$ cat config.mk
export PLATFORM = sky130hd
export DESIGN_NAME = booth_mac_accum
export DESIGN_NICKNAME = d
export VERILOG_FILES = /design/src/rtl/booth_mac_accum.sv
export SDC_FILE = /design/constraint.sdc
export NUM_CORES = 1
export LEC_CHECK = 0
export CAP_MARGIN = 20
export CORE_MARGIN = 5
export CORE_UTILIZATION = 49
export CTS_BUF_LIST = sky130_fd_sc_hd__clkbuf_4
export DETAILED_ROUTE_END_ITERATION = 10
export PLACE_DENSITY = 0.8
export RECOVER_POWER = 100
export SYNTH_ARGS = -nofsm -noshare
export SYNTH_HDL_FRONTEND = slang
export SYNTH_SLANG_ARGS = --single-unit
$ cat constraint.sdc
create_clock -name clk -period 5.3 [get_ports clk]
set_input_delay 1.06 -clock clk [delete_from_list [all_inputs] [get_ports clk]]
set_output_delay 1.06 -clock clk [all_outputs]
set_load 0.05 [all_outputs]
$ cat src/rtl/booth_mac_accum.sv
// booth_mac_accum
// Accumulates signed products from the sequential Booth multiplier into a
// saturating sum and emits one dot-product result per vector on a
// valid/ready output. A vector closes after N_TERMS accepted products or on
// an accepted product flagged with last_in, whichever comes first.
module booth_mac_accum #(
  parameter int PW      = 16,
  parameter int AW      = 24,
  parameter int N_TERMS = 8
) (
  input  logic                      clk,
  input  logic                      rst_n,
  input  logic                      clear,
  input  logic [PW-1:0]             prod_in,
  input  logic                      prod_valid,
  input  logic                      last_in,
  output logic                      prod_ready,
  output logic [AW-1:0]             acc_out,
  output logic                      acc_valid,
  input  logic                      acc_ready,
  output logic                      ovf,
  output logic [$clog2(N_TERMS):0]  term_cnt
);

  localparam int CW = $clog2(N_TERMS) + 1;
  localparam logic [CW-1:0] LAST_TERM = CW'(N_TERMS - 1);

  typedef enum logic {
    ACCUM = 1'b0,
    HOLD  = 1'b1
  } state_t;

  state_t        state;
  logic [AW-1:0] sum;

  logic [AW:0]   wide_sum;
  logic [AW-1:0] sat_sum;
  logic          sat_hit;
  logic          accept;
  logic          close;

  // One guard bit above the accumulator catches overflow in either direction.
  assign wide_sum = {sum[AW-1], sum} + {{(AW + 1 - PW){prod_in[PW-1]}}, prod_in};

  // Clamp to the most positive / most negative AW-bit value when the guard
  // bit disagrees with the accumulator sign bit.
  always_comb begin
    sat_hit = wide_sum[AW] ^ wide_sum[AW-1];
    sat_sum = wide_sum[AW-1:0];
    if (sat_hit) begin
      if (wide_sum[AW]) begin
        sat_sum = {1'b1, {(AW - 1){1'b0}}};
      end else begin
        sat_sum = {1'b0, {(AW - 1){1'b1}}};
      end
    end
  end

  assign accept = prod_valid & prod_ready;
  assign close  = accept & ((term_cnt == LAST_TERM) | last_in);

  // Accumulate / hold state machine; all outputs are registered here.
  always_ff @(posedge clk or negedge rst_n) begin
    if (!rst_n) begin
      state      <= ACCUM;
      sum        <= '0;
      term_cnt   <= '0;
      acc_out    <= '0;
      acc_valid  <= 1'b0;
      ovf        <= 1'b0;
      prod_ready <= 1'b1;
    end else if (clear) begin
      // Abort wins over everything: partial sum and any held result vanish.
      state      <= ACCUM;
      sum        <= '0;
      term_cnt   <= '0;
      acc_out    <= '0;
      acc_valid  <= 1'b0;
      ovf        <= 1'b0;
      prod_ready <= 1'b1;
    end else begin
      case (state)
        ACCUM: begin
          if (accept) begin
            sum      <= sat_sum;
            term_cnt <= term_cnt + 1'b1;
            if (sat_hit) begin
              ovf <= 1'b1;
            end
            if (close) begin
              acc_out    <= sat_sum;
              acc_valid  <= 1'b1;
              prod_ready <= 1'b0;
              state      <= HOLD;
            end
          end
        end
        HOLD: begin
          // No bypass: the cycle that releases the result takes no product.
          // acc_out keeps the last result after the handshake.
          if (acc_ready) begin
            acc_valid  <= 1'b0;
            prod_ready <= 1'b1;
            sum        <= '0;
            term_cnt   <= '0;
            ovf        <= 1'b0;
            state      <= ACCUM;
          end
        end
        default: begin
          state      <= ACCUM;
          prod_ready <= 1'b1;
          acc_valid  <= 1'b0;
        end
      endcase
    end
  end

endmodule

Word level (Yosys, flattened, before mapping). Index checks and enable logic that the tools add are counted.

Register bits after elaboration: 56. Input bits: 22.

Equality and inequality tests: 6. Bitwise logic cells: 5. Reductions and logical operators: 6. $add $sub $neg: 2. Mux-type cells: 33.

Operators by type and width (number): two-way mux 24 bit (9); case mux 24 bit (2 select lines) (1); adder 24 x 16 -> 25 bit (1); two-way mux 1 bit (15); two-way mux 4 bit (3); inequality test 3 bit, second input constant (4); AND reduction 3 bit (3); case mux 1 bit (2 select lines) (4); case mux 4 bit (2 select lines) (1); adder 4 x 1 -> 4 bit, second input constant (1); equality test 4 x 3 -> 1 bit, second input constant (1); nonzero test 2 bit (2); bitwise AND 1 bit (2); inequality test 2 bit, second input constant (1); AND reduction 2 bit (1); inverter 1 bit (1); bitwise OR 1 bit (1); bitwise XOR 1 bit (1).

Logic depth before layout (Yosys ltp). Gate-level depths: netlist of run 1.

Depth in word-level cells: 7. Depth in mapped cells: 11.

Least setup slack after synthesis of run 1. Ideal clock, no wire load.

Path kind: input port to flip-flop. Start point: input port prod_in[0]. End point: register acc_out[0]. Required time: 5.179 ns. Arrival: 3.402 ns. Buffers on the path: 1. Setup time: 0.121 ns. Path slack: 1.777 ns. Cell stages on the path: 11. Cells stage by stage: ha_1 fa_1 a211oi_1 o211ai_1 nand3_1 a31oi_1 or4b_4 o21a_4 nand2_4 buf_8 o21ai_2.

Longest elaborated chain between the ends: 7.

Ends and longest elaborated chain: start, declared (line 14) `input logic [PW-1:0] prod_in,`; adder 24 x 16 -> 25 bit * (line 43) `assign wide_sum = {sum[AW-1], sum} + {{(AW + 1 - PW){prod_in[PW-1]}}, prod_in};`; two-way mux 24 bit / bitwise XOR 1 bit (equally long branches) (line 51, 48); two-way mux 24 bit * (line 50) `if (sat_hit) begin`; two-way mux 24 bit * (line 90) `if (close) begin`; two-way mux 24 bit * (line 84) `if (accept) begin`; two-way mux 24 bit * (line 82) `case (state)`; two-way mux 24 bit * (line 72) `end else if (clear) begin`; end signal, assigned (line 91) `acc_out <= sat_sum;`; end, declared (line 18) `output logic [AW-1:0] acc_out,`.

Mark *: on every way between the ends. The rest lies on a longest branch, timed or not. The select of a mux whose other input is x is not followed. A chain may end at the register's enable or synchronous reset.

Worst setup path in the final report of run 1.
Start point: input port prod_in[15]. End point: register sum[5].

Longest elaborated chain between the ends: 6.

Ends and longest elaborated chain: adder 24 x 16 -> 25 bit * (line 43); two-way mux 24 bit / bitwise XOR 1 bit (equally long branches) (line 51, 48); two-way mux 24 bit * (line 50); two-way mux 24 bit * (line 84); case mux 24 bit (2 select lines) * (line 82); two-way mux 24 bit * (line 72); end signal, assigned (line 85) `sum <= sat_sum;`; end, declared (line 34) `logic [AW-1:0] sum;`.

Marked as above.

==> metrics.md, run 1 <==
| Metric | Value |
|---|---|
| Dominant cell by count in the synthesized netlist | `nand2_1` |
| Sw Share | `0.500` |
| Cell Chain, Critical Path | `dlygate4sd3_1, ha_1, a21oi_1, o21ai_0, a32oi_2, a31oi_1, a21oi_1, xor2_4, nor2_1, o21ai_0` |
| ANT nets after route | `0` |
| CTS resizes | `0` |
| Max transition margin | `-1.00` |
| Net Sw Power | `1.07 mW` |
| Fin crit period | `4.12 ns` |
| Synthesized netlist cell count | `408` |
| Fin. Hold Viols | `0` |
| Worst path bufs/invs | `1` |
| Post-synthesis async set-or-reset flop share | `1.00` |
| Syn. warnings | `0` |
| H-tree depth | `2` |
| Clock Sinks | `56` |
| Unrepaired setup endpoints after global routing | `no` |
| Nets | `505` |
| Max-cap viol count | `1` |
| Initial antenna violation count | `0` |
| GPL Wtd Cong | `0.941` |
| Post-Place Worst Slack | `0.858 ns` |
| Max stage delay on crit path | `0.78 ns` |
| Startpoint class of the critical path | `input port` |
| CP Max Fanout | `19` |
| DR vias/cell | `5.82` |
| CP arrival | `4.43 ns` |
| Die area | `9330 µm²` |
| Syn Nets | `456` |
| Cell depth of the worst setup path | `10` |
| Worst skew pair latency | `0.38 ns` |
| DIE WIDTH | `96.6 µm` |
| Setup violations, final | `0` |
| Via count | `3241` |
| Final WS setup | `1.18 ns` |
| Clk network pwr share | `0.092` |
| TritonCTS clock tree | `yes` |
| EDFF count, synth | `0` |
| Hold path cells | `2` |
| Worst-margin pin slew | `3.00 ns` |
| Post-Syn Area | `3670 µm²` |
| Vias in the first global route | `3169` |
| Clock Root Buffer | `clkbuf_4` |
| Clock Tree Buf Depth | `2` |
| Violated checks | `max-capacitance violations, max-slew violations` |
| Synth-to-layout area growth | `15.7%` |
| Placed insts | `549` |
| Post-CTS Hold Fix Bufs | `0` |
| Row cnt | `31` |
| Leakage | `1.98 nW` |
| Ant. Diodes | `0` |
| CTS buffer count | `5` |
| Fin. max-slew vios | `57` |
| Placed cell area | `4250 µm²` |
| Fmax | `243 MHz` |
| Top post-synthesis cells by count | `nand2_1, dfrtp_1, nor2_1, a21oi_1, o21ai_0` |
| Top cells by area, synth | `dfrtp_1, ha_1, nand2_1` |
| Critical path type | `input port to flop` |
| Mean routed wirelength per cell | `16.2 µm` |
| Sequential area share after synthesis | `0.382` |
| Tcrit/Tclk final | `0.778` |
| Req. time, crit path | `5.61 ns` |
| Reg power frac | `0.291` |
| I/O pin cnt | `53` |
| Congestion Overflow GR | `0` |
| R2R depth | `10` |
| Pre-Repair DR Iteration Count | `4` |
| Largest area contributor in the netlist | `dfrtp_1` |
| Starting DRT DRC Count | `162` |
| HPWL after detailed placement | `6.67 mm` |
| First-pass GRT wire length | `15.5 mm` |
| Comb pwr share | `0.616` |
| Cell area power density | `503 nW/µm²` |
| Core area | `7290 µm²` |
| Delay-heaviest family, CP | `compound AO/OA/AOI/OAI gates` |
| Port bufs | `52` |
| Slowest-stage cell, CP | `dlygate4sd3_1` |
| Clk_skew | `0.0153 ns` |
| Worst VDD drop | `0.236 mV` |
| Overall power | `2.14 mW` |
| Initial core utilization | `0.504` |
| Top_reg_cell synth | `dfrtp_1` |
| Internal power | `1.07 mW` |
| Fraction of layout cells with a size suffix above 1 | `0.0677` |
| Syn avg cell area | `9.00 µm²` |
| Synth cell types | `54` |
| WL final | `9.00 mm` |
| Worst hold path type | `flop to flop` |
| Pin count of the biggest net entering global routing | `57` |
| Critical Path End Type | `flop` |
| DRC | `0` |
| Setup TNS | `0 ns` |
| Setup bufs post-CTS | `0` |
| Synthesized flop and latch total | `56` |
| DIE HEIGHT | `96.6 µm` |
| Design Area, Final | `4250 µm²` |
| Synth top area share | `0.375` |
| Status | `complete, but fails checks` |
| Clock input transition at the sequential cells of the worst setup and hold paths | `0.16 ns` |
| All-Layer GR Usage | `0.211` |
| Filler-free cell count of the finished design | `557` |
layout make-up:
type	instances	area, µm²
fillers	688	3040
clock inverters	2	13.8
inverters	9	33.8
repair buffers	55	531
well taps	99	124
flip-flops and latches	56	1400
multi-input cells	330	2100
clock buffers	6	45.0
kinds of logic after synthesis:
logic type	count (synthesis)	share of synthesized area
buf+inv	22	0.0320
fa+ha+maj	26	0.0906
flops	56	0.382
compound gates	144	0.262
xor+xnor	23	0.0599
simple gates	137	0.174
sequential cells by signal, summed over array words and instances (netlist names):
name        count
term_cnt        4
sum            24
acc_valid       1
acc_out        24
ovf             1
state           1
prod_ready      1
placed cells by master (no fill, tap or decap), types with 2 or more instances in the layout:
cell type / instances
or2_2: 3
nand4_1: 5
a21oi_1: 32
nand2b_1: 3
inv_1: 9
clkbuf_4: 6
xor2_1: 11
and3_1: 4
o21ai_2: 7
and2_1: 2
nor3_1: 5
a31oi_1: 10
a211oi_1: 4
clkdlybuf4s50_1: 18
a21o_1: 8
nor2_1: 40
dfrtp_1: 55
o21bai_1: 2
ha_1: 25
xnor2_1: 11
nand3_1: 4
a22o_1: 8
o21ai_1: 3
o21ai_0: 52
o211ai_1: 6
o21a_1: 2
dlygate4sd3_1: 33
nand2_1: 60
clkbuf_1: 2
tightest hold or removal path: stages (launching register included):
cell and delay (ns):
dfrtp_1 0.37, nand2_1 0.04, o21ai_0 0.06
power groups by stage:
| stage | Sequential, mW | Combinational (mW) | Clock, mW |
|---|---|---|---|
| final | 0.622 | 1.32 | 0.198 |
| after global placement | 0.631 | 1.36 | 0 |
| after floorplan | 0.791 | 0.889 | 0 |
| after detailed placement | 0.634 | 1.38 | 0 |
| after global routing | 0.637 | 1.46 | 0.223 |
| after CTS | 0.624 | 1.39 | 0.204 |
stage by stage:
stage	hold slack, ns	util
2_1_floorplan	0.447	-
3_3_place_gp	0.464	0.583
3_5_place_dp	0.469	0.583
4_1_cts	0.503	0.591
5_1_grt	0.520	0.583
6_report	0.492	0.583
worst paths after layout:
path | from | to | slack [ns]
setup / recovery | prod_in[15] | sum[5] | 1.18
setup reg to reg | sum[0] | sum[5] | 2.07
max in group asynchronous | rst_n | acc_out[18] | 1.90
hold / removal | acc_out[19] | acc_out[19] | 0.49
min in group asynchronous | rst_n | sum[18] | 1.74
hold reg to reg | acc_out[19] | acc_out[19] | 0.49
per-layer routing:
metal,track usage,share of wire
met5,0,0
met4,0.0467,0.010
met3,0.0356,0.053
met2,0.345,0.48
met1,0.294,0.46
Note: power is estimated with default switching activity, not from simulation.
==> run 2: changes to the inputs <==
PLACE_DENSITY = 0.83   (was 0.8)
clock period = 3.4 ns   (was 5.3 ns; I/O delays follow)
==> run 2 against run 1 <==
Net effect:
- the run still ends with max-capacitance violations, max-slew violations left
- routed wire length is 7.2% higher
- register-to-register slack worse by 1.7 ns
- count of clock-buffer cells in the layout stayed put
- first-iteration DRC count is 4.9% higher
- critical path depth is 2 higher
- global-route usage is 0.80 points higher
- final area is 9.7% higher
- total power is 73% higher
==> metrics.md, run 2 (synthesized netlist as in run 1, its figures left out) <==
| Metric | Value |
|---|---|
| Status | `complete, but fails checks` |
| Violated checks | `max-capacitance violations, max-slew violations` |
| Cell Chain, Critical Path | `clkdlybuf4s50_1, ha_1, fa_1, a211oi_2, o211ai_1, nand3_1, a31oi_1, or4b_4, o21a_4, clkbuf_2, nand2_8, o21ai_0` |
| Critical Path End Type | `flop` |
| Critical path type | `input port to flop` |
| Setup TNS | `0 ns` |
| I/O pin cnt | `53` |
| Worst Setup SP | `prod_in[0]` |
| Setup violations, final | `0` |
| Fin. max-slew vios | `36` |
| Clock Tree Buf Depth | `2` |
| Clk_skew | `0.00403 ns` |
| Worst-margin pin slew | `1.91 ns` |
| Clock Sinks | `56` |
| R2R depth | `11` |
| Congestion Overflow GR | `0` |
| DIE WIDTH | `96.6 µm` |
| CP Max Fanout | `19` |
| Nets | `558` |
| Tcrit/Tclk final | `0.968` |
| GPL Wtd Cong | `0.944` |
| First-pass GRT wire length | `16.0 mm` |
| CTS buffer count | `5` |
| Filler-free cell count of the finished design | `610` |
| Leakage | `2.23 nW` |
| Highest-count cells in the layout ignoring fill and taps | `nand2_1, dfrtp_1, o21ai_0` |
| Via count | `3451` |
| Fin crit period | `3.29 ns` |
| Critical Path Sink | `sum[9]` |
| Commonest non-fill, non-tap cell in the layout | `nand2_1` |
| Die area | `9330 µm²` |
| DIE HEIGHT | `96.6 µm` |
| Vias in the first global route | `3452` |
| ANT nets after route | `0` |
| Storage cell area | `1400 µm²` |
| Worst hold path type | `flop to flop` |
| Cell area power density | `794 nW/µm²` |
| Slowest-stage cell, CP | `or4b_4` |
| CP arrival | `3.58 ns` |
| Initial antenna violation count | `0` |
| Fraction of layout cells with a size suffix above 1 | `0.160` |
| Initial core utilization | `0.504` |
| Max transition margin | `-0.272` |
| Port bufs | `52` |
| Critical R2R Capture | `sum[9]` |
| TritonCTS clock tree | `yes` |
| WL final | `9.65 mm` |
| Fill cell count | `666` |
| Worst skew pair latency | `0.38 ns` |
| Synth-to-layout area growth | `26.9%` |
| H-tree depth | `2` |
| Largest regs | `acc_out (24), sum (24), term_cnt (4)` |
| Startpoint class of the critical path | `input port` |
| Max-cap viol count | `1` |
| Row cnt | `31` |
| Pre-Repair DR Iteration Count | `4` |
| Overall power | `3.70 mW` |
| DR vias/cell | `5.66` |
| Clock Root Buffer | `clkbuf_4` |
| All-Layer GR Usage | `0.219` |
| Placed insts | `602` |
| Fmax | `304 MHz` |
| FF-to-FF Start | `sum[0]` |
| R2R setup slack | `0.42 ns` |
| Req. time, crit path | `3.68 ns` |
| DRC | `0` |
| Max stage delay on crit path | `0.53 ns` |
| Post-CTS Hold Fix Bufs | `0` |
| Placed cell area | `4670 µm²` |
| Design Area, Final | `4660 µm²` |
| Setup bufs post-CTS | `0` |
| Worst VDD drop | `0.370 mV` |
| Fin. Hold Viols | `0` |
| Unrepaired setup endpoints after global routing | `no` |
| Mean routed wirelength per cell | `15.8 µm` |
| Clock input transition at the sequential cells of the worst setup and hold paths | `0.16 ns` |
| Core area | `7290 µm²` |
| Ant. Diodes | `0` |
| Starting DRT DRC Count | `170` |
| Pin count of the biggest net entering global routing | `36` |
| HPWL after detailed placement | `7.52 mm` |
| Multi-input logic area | `2110 µm²` |
run 2: how the worst min path moves through the flow:
stage                      startpoint     endpoint  slack (ns)  cells after the start
after global routing      acc_out[16]  acc_out[16]        0.52                      2
final                     acc_out[19]  acc_out[19]        0.50                      2
after global placement    acc_out[15]  acc_out[15]        0.46                      2
after detailed placement  acc_out[19]  acc_out[19]        0.47                      2
after floorplan                 rst_n   acc_out[0]        0.38                      0
after CTS                       rst_n      sum[13]        0.37                      1
run 2: report_power, final:
part	total, mW	internal, mW	switching (mW)
sequential	0.978	0.852	0.126
combinational	2.41	1.00	1.41
clock	0.312	0.0915	0.220
total	3.70	1.94	1.76
run 2: worst max-delay path, delay by kind of cell:
kind / cells / cell delay, ns
adder cells (fa/ha/maj): 2 / 0.65
AND/OR/NAND/NOR: 3 / 0.79
buffers and inverters: 2 / 0.56
AO/OA/AOI/OAI: 5 / 0.89
run 2: layer usage:
metal  vias to the layer above  part of all wire  global-route usage
met3                        13             0.049              0.0349
li1                       1678                 -                   -
met1                      1674              0.43               0.287
met4                         0             0.013              0.0572
met2                        86              0.50               0.377
met5                         -                 0                   0
run 2: per-stage QoR:
stage          setup slack, ns  utilization  hold WS (ns)
3_3_place_gp            -0.320        0.641         0.462
2_1_floorplan            0.257            -         0.384
4_1_cts                 0.0353        0.649         0.366
5_1_grt                0.00316        0.639         0.517
3_5_place_dp            -0.479        0.641         0.470
6_report                 0.108        0.639         0.496
run 2: what timing repair did:
item | CTS | global route
pin swaps | 0 | 0
resized for setup | 1 | 3
endpoints found under the setup margin | 12 | 20
run 2: cell type report:
cell class	instances	share of cell area
multi-input cells	330	0.452
flip-flops and latches	56	0.301
repair buffers	108	0.201
well taps	99	0.0266
clock buffers	6	0.00966
inverters	9	0.00725
clock inverters	2	0.00295
==> run 3: changes to the inputs <==
PLACE_DENSITY = 0.79   (was 0.83)
SKIP_CTS_REPAIR_TIMING = 1   (was default)
TNS_END_PERCENT = 1   (was default)
==> run 3 against run 2 <==
Net effect:
- the flow still finishes with violations (max-capacitance violations, max-slew violations)
- core utilization up 0.82 points
- critical path depth did not move
- sequential cell count is the same
- clock power fell by 1%
- total power up 2.4%
- routed wire length fell by 1.6%
- die area did not move
- global-route usage shrank 0.28 points
- final cell count did not move
- non-clock buffer count did not move
- sequential share of layout area shrank 0.38 points
==> metrics.md, run 3 (synthesized netlist as in run 1, its figures left out) <==
| Metric | Value |
|---|---|
| Clock Root Buffer | `clkbuf_4` |
| Die area | `9330 µm²` |
| Highest-count cells in the layout ignoring fill and taps | `nand2_1, dfrtp_1, buf_4` |
| Status | `complete, but fails checks` |
| Worst-margin pin slew | `1.54 ns` |
| Synth-to-layout area growth | `28.5%` |
| Internal power | `1.98 mW` |
| Unrepaired setup endpoints after global routing | `no` |
| Vias in the first global route | `3492` |
| Net Sw Power | `1.81 mW` |
| Initial core utilization | `0.504` |
| Req. time, crit path | `3.68 ns` |
| Clock input transition at the sequential cells of the worst setup and hold paths | `0.16 ns` |
| All-Layer GR Usage | `0.216` |
| Starting DRT DRC Count | `143` |
| CP arrival | `3.55 ns` |
| Max-cap viol count | `1` |
| Core area | `7290 µm²` |
| Placed insts | `602` |
| Initial antenna violation count | `0` |
| Worst skew pair latency | `0.38 ns` |
| Worst hold path type | `flop to flop` |
| FF-to-FF Start | `sum[0]` |
| Mean routed wirelength per cell | `15.6 µm` |
| Fin crit period | `3.27 ns` |
| Reg power frac | `0.257` |
| Fraction of layout cells with a size suffix above 1 | `0.190` |
| Final core utilization | `0.648` |
| CP Max Fanout | `19` |
| Tcrit/Tclk final | `0.962` |
| Commonest non-fill, non-tap cell in the layout | `nand2_1` |
| Sw Share | `0.479` |
| H-tree depth | `2` |
| Leakage | `2.25 nW` |
| Pin count of the biggest net entering global routing | `30` |
| Fin. Hold Viols | `0` |
| GPL Wtd Cong | `0.882` |
| Max transition margin | `-0.0240` |
| DIE WIDTH | `96.6 µm` |
| DRC | `0` |
| DR vias/cell | `5.58` |
| CTS buffer count | `5` |
| Critical Path End Type | `flop` |
| Largest regs | `acc_out (24), sum (24), term_cnt (4)` |
| Delay-heaviest family, CP | `compound AO/OA/AOI/OAI gates` |
| Fmax | `306 MHz` |
| ANT nets after route | `0` |
| Via count | `3403` |
| Hold path cells | `2` |
| Design Area, Final | `4720 µm²` |
| Filler-free cell count of the finished design | `610` |
| Congestion Overflow GR | `0` |
| Setup violations, final | `0` |
| Worst Setup SP | `prod_in[0]` |
| DIE HEIGHT | `96.6 µm` |
| Comb pwr share | `0.662` |
| Slowest-stage cell, CP | `or4b_4` |
| Max stage delay on crit path | `0.52 ns` |
| Port bufs | `52` |
| TritonCTS clock tree | `yes` |
| Critical path type | `input port to flop` |
| HP Start | `acc_out[11]` |
| Cell Chain, Critical Path | `clkdlybuf4s50_1, ha_1, fa_1, a211oi_2, o211ai_1, nand3_1, a31oi_1, or4b_4, o21a_4, clkbuf_2, nand2_8, o21ai_1` |
| R2R setup slack | `0.43 ns` |
| First-pass GRT wire length | `15.9 mm` |
| Cell area power density | `802 nW/µm²` |
| Clock Sinks | `56` |
| Violated checks | `max-capacitance violations, max-slew violations` |
| Fin. max-slew vios | `30` |
| Row cnt | `31` |
| Clock Tree Buf Depth | `2` |
| Worst path bufs/invs | `2` |
| Hold endpoint | `acc_out[11]` |
| Ant. Diodes | `0` |
| R2R depth | `11` |
| Pre-Repair DR Iteration Count | `6` |
| I/O pin cnt | `53` |
| Overall power | `3.79 mW` |
| WL final | `9.49 mm` |
| Clk_skew | `0.0149 ns` |
| HPWL after detailed placement | `7.32 mm` |
| Critical R2R Capture | `sum[9]` |
| Worst VDD drop | `0.396 mV` |
| Clk network pwr share | `0.081` |
| Startpoint class of the critical path | `input port` |
| Nets | `558` |
| Placed cell area | `4660 µm²` |
[run 3: changes by cell type in the layout (fill, tap and decap cells not counted), sizes merged]
cell,previous run,this run
clkdlybuf4s50,17,18
dlygate4sd2,1,0
[run 3: worst max path at each step]
stage | endpoint | slack [ns] | cells after the start
2_1_floorplan | acc_out[0] | 0.26 | 11
3_3_place_gp | sum[10] | -0.25 | 12
3_5_place_dp | sum[9] | -0.33 | 12
4_1_cts | sum[9] | 0.08 | 12
5_1_grt | acc_out[17] | 0.02 | 11
6_report | sum[9] | 0.13 | 12
[run 3: worst min-delay path, cell delays in order (launching register included)]
cell and delay, ns:
dfrtp_1 0.37, nand2_1 0.04, o21ai_0 0.06
[run 3: power groups by stage]
stage / sequential, mW / combinational [mW] / clock (mW)
after CTS: 0.973 / 2.53 / 0.318
after floorplan: 1.23 / 1.39 / 0
after global placement: 0.981 / 2.45 / 0
after detailed placement: 0.986 / 2.53 / 0
final: 0.973 / 2.51 / 0.308
after global routing: 0.995 / 2.75 / 0.344
[run 3: stage by stage]
step           setup slack [ns]  hold WS, ns  setup TNS [ns]
6_report                  0.129        0.494               0
4_1_cts                  0.0848        0.315               0
2_1_floorplan             0.257        0.384               0
3_3_place_gp             -0.250        0.462           -9.61
5_1_grt                  0.0205        0.528               0
3_5_place_dp             -0.333        0.466          -13.89
[run 3: cell type report]
cell class	count	area, µm²
fill	654	2570
multi-input combinational	330	2170
sequential	56	1400
timing repair buffer	108	937
tap	99	124
clock buffer	6	45.0
inverter	9	33.8
clock inverter	2	13.8
[run 3: per-layer routing]
metal	track usage	up-vias	part of all wire
met2	0.387	91	0.49
met5	0	-	0
met3	0.0372	16	0.048
li1	-	1679	-
met4	0.0572	0	0.019
met1	0.269	1617	0.44
